===== config.mk =====
export PLATFORM = sky130hd
export DESIGN_NAME = div_arb_flat
export DESIGN_NICKNAME = d
export VERILOG_FILES = /design/src/rtl/div_arb_if.sv /design/src/rtl/div_arb.sv /design/src/flat_wrapper.sv
export SDC_FILE = /design/constraint.sdc
export NUM_CORES = 1
export LEC_CHECK = 0
export BUFFER_PORTS_ARGS = -buffer_cell sky130_fd_sc_hd__buf_2
export CORE_ASPECT_RATIO = 1.75
export CORE_MARGIN = 8
export CORE_UTILIZATION = 50
export CTS_CLUSTER_SIZE = 24
export DETAILED_ROUTE_END_ITERATION = 10
export PLACE_DENSITY = 0.9
export SETUP_SLACK_MARGIN = 0.1
export SYNTH_ARGS = -nofsm -noshare
export SYNTH_HDL_FRONTEND = slang
export SYNTH_SLANG_ARGS = --single-unit
export TNS_END_PERCENT = 20

===== constraint.sdc =====
create_clock -name clk -period 4.6 [get_ports clk]
set_clock_uncertainty 0.1 [all_clocks]
set_input_delay 1.15 -clock clk [delete_from_list [all_inputs] [get_ports clk]]
set_output_delay 1.15 -clock clk [all_outputs]
set_load 0.005 [all_outputs]

===== src/rtl/div_arb_if.sv =====
// -----------------------------------------------------------------------------
// div_arb_if
// Bundles every non-clock/reset signal of div_arb.
//
// Requester side:
//   req0/req1   level requests, held with operands stable until the matching ack
//   a0/b0/a1/b1 dividend/divisor per requester
//   ack0/ack1   one-cycle completion pulse to the owning requester
//   q/r/dz      quotient, remainder, divide-by-zero flag (held until next completion)
//   busy        arbiter is not idle
// Divider side:
//   div_ld      divider load strobe
//   div_a/div_b divider operands
//   div_ry      divider quotient
//   div_ra      divider remainder register (low W bits are the remainder)
//
// Modports:
//   slave  - the arbiter itself
//   master - everything around it (requesters and the shared divider)
// -----------------------------------------------------------------------------
interface div_arb_if #(
    parameter int W = 4
) ();
    logic             req0;
    logic             req1;
    logic [W-1:0]     a0;
    logic [W-1:0]     b0;
    logic [W-1:0]     a1;
    logic [W-1:0]     b1;
    logic             ack0;
    logic             ack1;
    logic [W-1:0]     q;
    logic [W-1:0]     r;
    logic             dz;
    logic             busy;
    logic             div_ld;
    logic [W-1:0]     div_a;
    logic [W-1:0]     div_b;
    logic [W-1:0]     div_ry;
    logic [2*W-1:0]   div_ra;

    modport slave (
        input  req0, req1, a0, b0, a1, b1, div_ry, div_ra,
        output ack0, ack1, q, r, dz, busy, div_ld, div_a, div_b
    );

    modport master (
        output req0, req1, a0, b0, a1, b1, div_ry, div_ra,
        input  ack0, ack1, q, r, dz, busy, div_ld, div_a, div_b
    );
endinterface


===== src/rtl/div_arb.sv =====
// -----------------------------------------------------------------------------
// div_arb
// Round-robin arbiter and sequencer for a shared multi-cycle restoring divider.
// Grants one of two requesters, latches its operands, loads the divider, waits
// STEPS step cycles, captures quotient/remainder and returns them with a
// one-cycle acknowledge. A zero divisor bypasses the divider entirely and
// reports q = all ones, r = dividend, dz = 1.
//
// Ports:
//   clk  - single clock, rising edge
//   rst  - synchronous, active-low reset
//   bus  - div_arb_if.slave: requester handshake, results and divider strobes
//
// Parameters:
//   W     - operand width
//   STEPS - divider step cycles after load (equals W for the restoring divider)
// -----------------------------------------------------------------------------
module div_arb #(
    parameter int W     = 4,
    parameter int STEPS = 4
) (
    input  logic     clk,
    input  logic     rst,
    div_arb_if.slave bus
);

    localparam int CW = (STEPS > 1) ? $clog2(STEPS) : 1;

    localparam logic [2:0] S_IDLE = 3'd0;
    localparam logic [2:0] S_LOAD = 3'd1;
    localparam logic [2:0] S_RUN  = 3'd2;
    localparam logic [2:0] S_CAPT = 3'd3;
    localparam logic [2:0] S_ACK  = 3'd4;

    logic [2:0]    state;
    logic [2:0]    state_nx;
    logic [CW-1:0] cnt;
    logic          owner;
    logic          owner_nx;
    logic          last_g;
    logic          grant;
    logic          any_req;
    logic [W-1:0]  sel_a;
    logic [W-1:0]  sel_b;

    logic [W-1:0]  div_a_r;
    logic [W-1:0]  div_b_r;
    logic [W-1:0]  q_r;
    logic [W-1:0]  r_r;
    logic          dz_r;
    logic          ack0_r;
    logic          ack1_r;
    logic          busy_r;
    logic          ld_r;

    // Upper half of the divider's remainder register is working state only.
    logic [W-1:0]  div_ra_hi_unused;
    assign div_ra_hi_unused = bus.div_ra[2*W-1:W];

    assign bus.div_a  = div_a_r;
    assign bus.div_b  = div_b_r;
    assign bus.q      = q_r;
    assign bus.r      = r_r;
    assign bus.dz     = dz_r;
    assign bus.ack0   = ack0_r;
    assign bus.ack1   = ack1_r;
    assign bus.busy   = busy_r;
    assign bus.div_ld = ld_r;

    // On a tie the requester that was not granted last wins; otherwise the
    // single active requester is chosen.
    always_comb begin
        any_req = bus.req0 | bus.req1;
        if (bus.req0 && bus.req1) begin
            grant = ~last_g;
        end else begin
            grant = bus.req1;
        end
        sel_a = grant ? bus.a1 : bus.a0;
        sel_b = grant ? bus.b1 : bus.b0;
    end

    always_comb begin
        state_nx = state;
        owner_nx = owner;
        case (state)
            S_IDLE: begin
                if (any_req) begin
                    owner_nx = grant;
                    state_nx = (sel_b == '0) ? S_ACK : S_LOAD;
                end
            end
            S_LOAD:  state_nx = S_RUN;
            S_RUN:   if (cnt == CW'(STEPS - 1)) state_nx = S_CAPT;
            S_CAPT:  state_nx = S_ACK;
            S_ACK:   state_nx = S_IDLE;
            default: state_nx = S_IDLE;
        endcase
    end

    // All outputs are registered: strobes are derived from the next state so
    // they line up with the cycle the FSM actually occupies.
    always_ff @(posedge clk) begin
        if (!rst) begin
            state   <= S_IDLE;
            owner   <= 1'b0;
            last_g  <= 1'b1;
            cnt     <= '0;
            div_a_r <= '0;
            div_b_r <= '0;
            q_r     <= '0;
            r_r     <= '0;
            dz_r    <= 1'b0;
            ack0_r  <= 1'b0;
            ack1_r  <= 1'b0;
            busy_r  <= 1'b0;
            ld_r    <= 1'b0;
        end else begin
            state  <= state_nx;
            owner  <= owner_nx;
            ld_r   <= (state_nx == S_LOAD);
            busy_r <= (state_nx != S_IDLE);
            ack0_r <= (state_nx == S_ACK) && !owner_nx;
            ack1_r <= (state_nx == S_ACK) &&  owner_nx;

            case (state)
                S_IDLE: begin
                    if (any_req) begin
                        last_g  <= grant;
                        div_a_r <= sel_a;
                        div_b_r <= sel_b;
                        // Zero divisor: result is known now, divider untouched.
                        if (sel_b == '0) begin
                            q_r  <= '1;
                            r_r  <= sel_a;
                            dz_r <= 1'b1;
                        end
                    end
                end
                S_LOAD: cnt <= '0;
                S_RUN:  cnt <= cnt + CW'(1);
                S_CAPT: begin
                    q_r  <= bus.div_ry;
                    r_r  <= bus.div_ra[W-1:0];
                    dz_r <= 1'b0;
                end
                default: ;
            endcase
        end
    end

endmodule


===== src/flat_wrapper.sv =====
// flat-port wrapper written by rule: the top's interface ports become plain ports
module div_arb_flat 
#(
    parameter int W     = 4,
    parameter int STEPS = 4
)
  (clk, rst, bus_req0, bus_req1, bus_a0, bus_b0, bus_a1, bus_b1, bus_div_ry, bus_div_ra, bus_ack0, bus_ack1, bus_q, bus_r, bus_dz, bus_busy, bus_div_ld, bus_div_a, bus_div_b);
  div_arb_if #(.W(W)) bus_i ();
  input  logic clk;
  input  logic rst;
  input wire logic [$bits(bus_i.req0)-1:0] bus_req0;
  input wire logic [$bits(bus_i.req1)-1:0] bus_req1;
  input wire logic [$bits(bus_i.a0)-1:0] bus_a0;
  input wire logic [$bits(bus_i.b0)-1:0] bus_b0;
  input wire logic [$bits(bus_i.a1)-1:0] bus_a1;
  input wire logic [$bits(bus_i.b1)-1:0] bus_b1;
  input wire logic [$bits(bus_i.div_ry)-1:0] bus_div_ry;
  input wire logic [$bits(bus_i.div_ra)-1:0] bus_div_ra;
  output wire logic [$bits(bus_i.ack0)-1:0] bus_ack0;
  output wire logic [$bits(bus_i.ack1)-1:0] bus_ack1;
  output wire logic [$bits(bus_i.q)-1:0] bus_q;
  output wire logic [$bits(bus_i.r)-1:0] bus_r;
  output wire logic [$bits(bus_i.dz)-1:0] bus_dz;
  output wire logic [$bits(bus_i.busy)-1:0] bus_busy;
  output wire logic [$bits(bus_i.div_ld)-1:0] bus_div_ld;
  output wire logic [$bits(bus_i.div_a)-1:0] bus_div_a;
  output wire logic [$bits(bus_i.div_b)-1:0] bus_div_b;
  assign bus_i.req0 = bus_req0;
  assign bus_i.req1 = bus_req1;
  assign bus_i.a0 = bus_a0;
  assign bus_i.b0 = bus_b0;
  assign bus_i.a1 = bus_a1;
  assign bus_i.b1 = bus_b1;
  assign bus_i.div_ry = bus_div_ry;
  assign bus_i.div_ra = bus_div_ra;
  assign bus_ack0 = bus_i.ack0;
  assign bus_ack1 = bus_i.ack1;
  assign bus_q = bus_i.q;
  assign bus_r = bus_i.r;
  assign bus_dz = bus_i.dz;
  assign bus_busy = bus_i.busy;
  assign bus_div_ld = bus_i.div_ld;
  assign bus_div_a = bus_i.div_a;
  assign bus_div_b = bus_i.div_b;
  div_arb #(.W(W), .STEPS(STEPS)) u_core (.clk(clk), .rst(rst), .bus(bus_i));
endmodule

==> flow_summary.toml <==
[clocking]
clock_path_buffers = 2
cts.sinks = 28
cts_hold_buf = 0
clk_pin_slew_ns = 0.08
post_cts_buffers = 0
cts_buffers = 3
clock_latency_ns = 0.28
clock-root-buffer = "clkbuf_8"
cts_resized = 0
cts_tree = "yes"
htreeDepth = 1

[logic_synthesis]
ys_seq_elements = 28
syn_area_um2 = 1230
ys_types = 34
yosysWarnings = 0
synth_cells = 133
synth_top_cell_by_area = "dfxtp_1"
syn_nets = 166
synth_top_area_share_pct = 45.7
synthTopCellsByArea = "dfxtp_1, mux2i_1, nor2_1, a211oi_1, a21oi_1"
ys_seq_area_share_pct = 45.7
syn_area_per_cell_um2 = 9.23

[sta]
holdWs_ns = 0.348
max_freq_mhz = 354
fin_crit_ns = 2.82
worst_pin_slew_ns = 0.685
hold_viol = 0
drv_slew = 0
post-route-period-util_pct = 61.4
relSlewSlack_pct = 54.1
rsz0062_at_grt = "false"
setup_viol = 0
setup_tns_ns = 0

[floorplan]
rows = 24
io_pins = 53
start_util_pct = 51.1
core_um2 = 2400
die_w_um = 53.5
die_h_um = 81.5
dieArea_um2 = 4360

[critical_path]
crit_cells = 5
path_cells = "buf_2 -> a21boi_2 -> mux2i_2 -> or2_1 -> o311ai_1"
worst-path-buf-inv = 1
r2r_cells = 4
r2r_setup_slack_ns = 2.41
critPathCaptureType = "flip-flop"
crit_family = "compound AO/OA/AOI/OAI gates"
cpMaxStageDelayCell = "a21boi_2"
cp-startpoint = "bus_req1"
cp_max_fo = 11
slowest_delay_ns = 0.56
start_kind = "input pin"
reg2reg_from = "u_core.last_g"
worst_ep_required_time_ns = 4.65
critical_path_arrival_ns = 2.87
crit_type = "input pin to flip-flop"
r2r_end = "u_core.bus.r[0]"

[grt]
grt_pass1_vias = 1272
grt_pass1_wl_um = 5720
grt_max_degree = 20
antenna_found_initial = 0
gr-total-overflow = 0
track_usage_pct = 17.0

[detailed_routing]
first_iter_violations = 26
drt-pass1-iter-count = 4
routed_wl_um = 3300
viasPerCell = 5.82
vias = 1163
wl_per_cell_um = 16.5
drc = 0
ant_nets = 0

[place]
dp_hpwl_um = 2620
postPlaceCellArea_um2 = 1440
routabilityCongestion = 0.825
portBuffers = 48

[finish]
design_area_um2 = 1480
diodes = 0
fin_nets = 209
syn_to_final_growth_pct = 20.9
nFillCells = 207
drive_above_1_share_pct = 31.6
utilization_pct = 61.8

[power]
p_per_area_nw_per_um2 = 387
power.leakage_nw = 0.673
ir_drop_v = 0.000270

[outcome]
status = "finished, final reports clean"

[worst_hold_path]
holdPathEnd = "u_core.bus.dz"
hp-class = "flip-flop to flip-flop"
hp-start = "u_core.bus.dz"
min_delay_path_depth = 2

[flow_run]
maxCapViolCount = 0
-- final cells by class --
type	instances	area, um^2	share of cell area [%]
well taps	26	32.5	2.19
inverters	5	18.8	1.26
repair buffers	48	240	16.2
multi-input cells	90	591	39.8
flip-flops and latches	28	561	37.8
clock buffers	3	41.3	2.78
-- cells by family after synthesis --
kind of cell | count (synthesis) | share of synthesized area, %
buf+inv | 15 | 6.22
compound gates | 41 | 22.8
fa+ha+maj | 1 | 1.02
simple gates | 38 | 15.9
mux | 9 | 7.65
xor+xnor | 1 | 0.714
flops | 28 | 45.7
-- stage by stage --
step / setup WS [ns] / power (mW) / std cells
global placement: 1.57 / 0.438 / 197
detailed placement: 1.49 / 0.449 / 197
CTS: 1.78 / 0.576 / 200
global route: 1.72 / 0.611 / 200
finish: 1.78 / 0.575 / 200
floorplan: 2.16 / 0.397 / 133
-- Yosys cell counts, drive strengths merged --
cell type  number
or2             2
inv             5
xnor2           1
o22ai           1
a21boi          1
a211oi          9
dfxtp          28
buf             6
mux2i           9
nor3b           1
o311ai          4
nor3            1
and3            1
and3b           1
nor4            2
nand2b          1
clkbuf          4
o22a            1
a21oi          12
o21a            1
o21ai           6
a22o            1
o211a           1
nor4bb          1
o2111ai         4
nand3           4
nand2           3
and2            2
ha              1
nor2           19
-- flip-flops by register name, summed over array words and instances (netlist names), 2 cells and up --
name,count
u_core.bus.div_a,4
u_core.bus.div_b,4
u_core.bus.q,4
u_core.bus.r,4
u_core.state,3
u_core.cnt,2
-- per-layer routing --
layer	wire, um	part of all wire [%]	vias to the layer above	track usage [%]
met3	180	5.5	7	5.80
li1	-	-	564	-
met1	1130	34	553	15.9
met5	0	0	-	0
met2	1910	58	39	31.1
met4	78	2.4	0	8.12
-- worst max-delay path by stage --
stage                      end
2_1_floorplan  u_core.bus.r[0]
3_3_place_gp   u_core.bus.r[2]
3_5_place_dp   u_core.bus.r[0]
4_1_cts        u_core.bus.r[0]
5_1_grt        u_core.bus.r[1]
6_report       u_core.bus.r[0]
-- cell usage in the layout (no fill, tap or decap), types with 2 or more instances in the layout --
master,n
nand3_1,4
a211oi_1,9
o21ai_0,5
o2111ai_1,4
nor2_1,19
and2_1,2
dfxtp_1,28
o311ai_1,4
nor4_1,2
nand2_1,3
inv_1,5
mux2i_1,8
a21oi_1,12
buf_2,48
clkbuf_8,3
-- worst min-delay path, stage by stage (launching register included) --
cell and delay, ns:
dfxtp_1 0.31, inv_1 0.04, a21oi_1 0.05
-- report_power, final --
| part | internal, mW | switching (mW) | leakage (nW) |
|---|---|---|---|
| clock network | 0.0589 | 0.0709 | 0.0216 |
| registers | 0.274 | 0.0238 | 0.230 |
| logic | 0.0656 | 0.0818 | 0.422 |
Note: power is estimated with default switching activity, not from simulation.
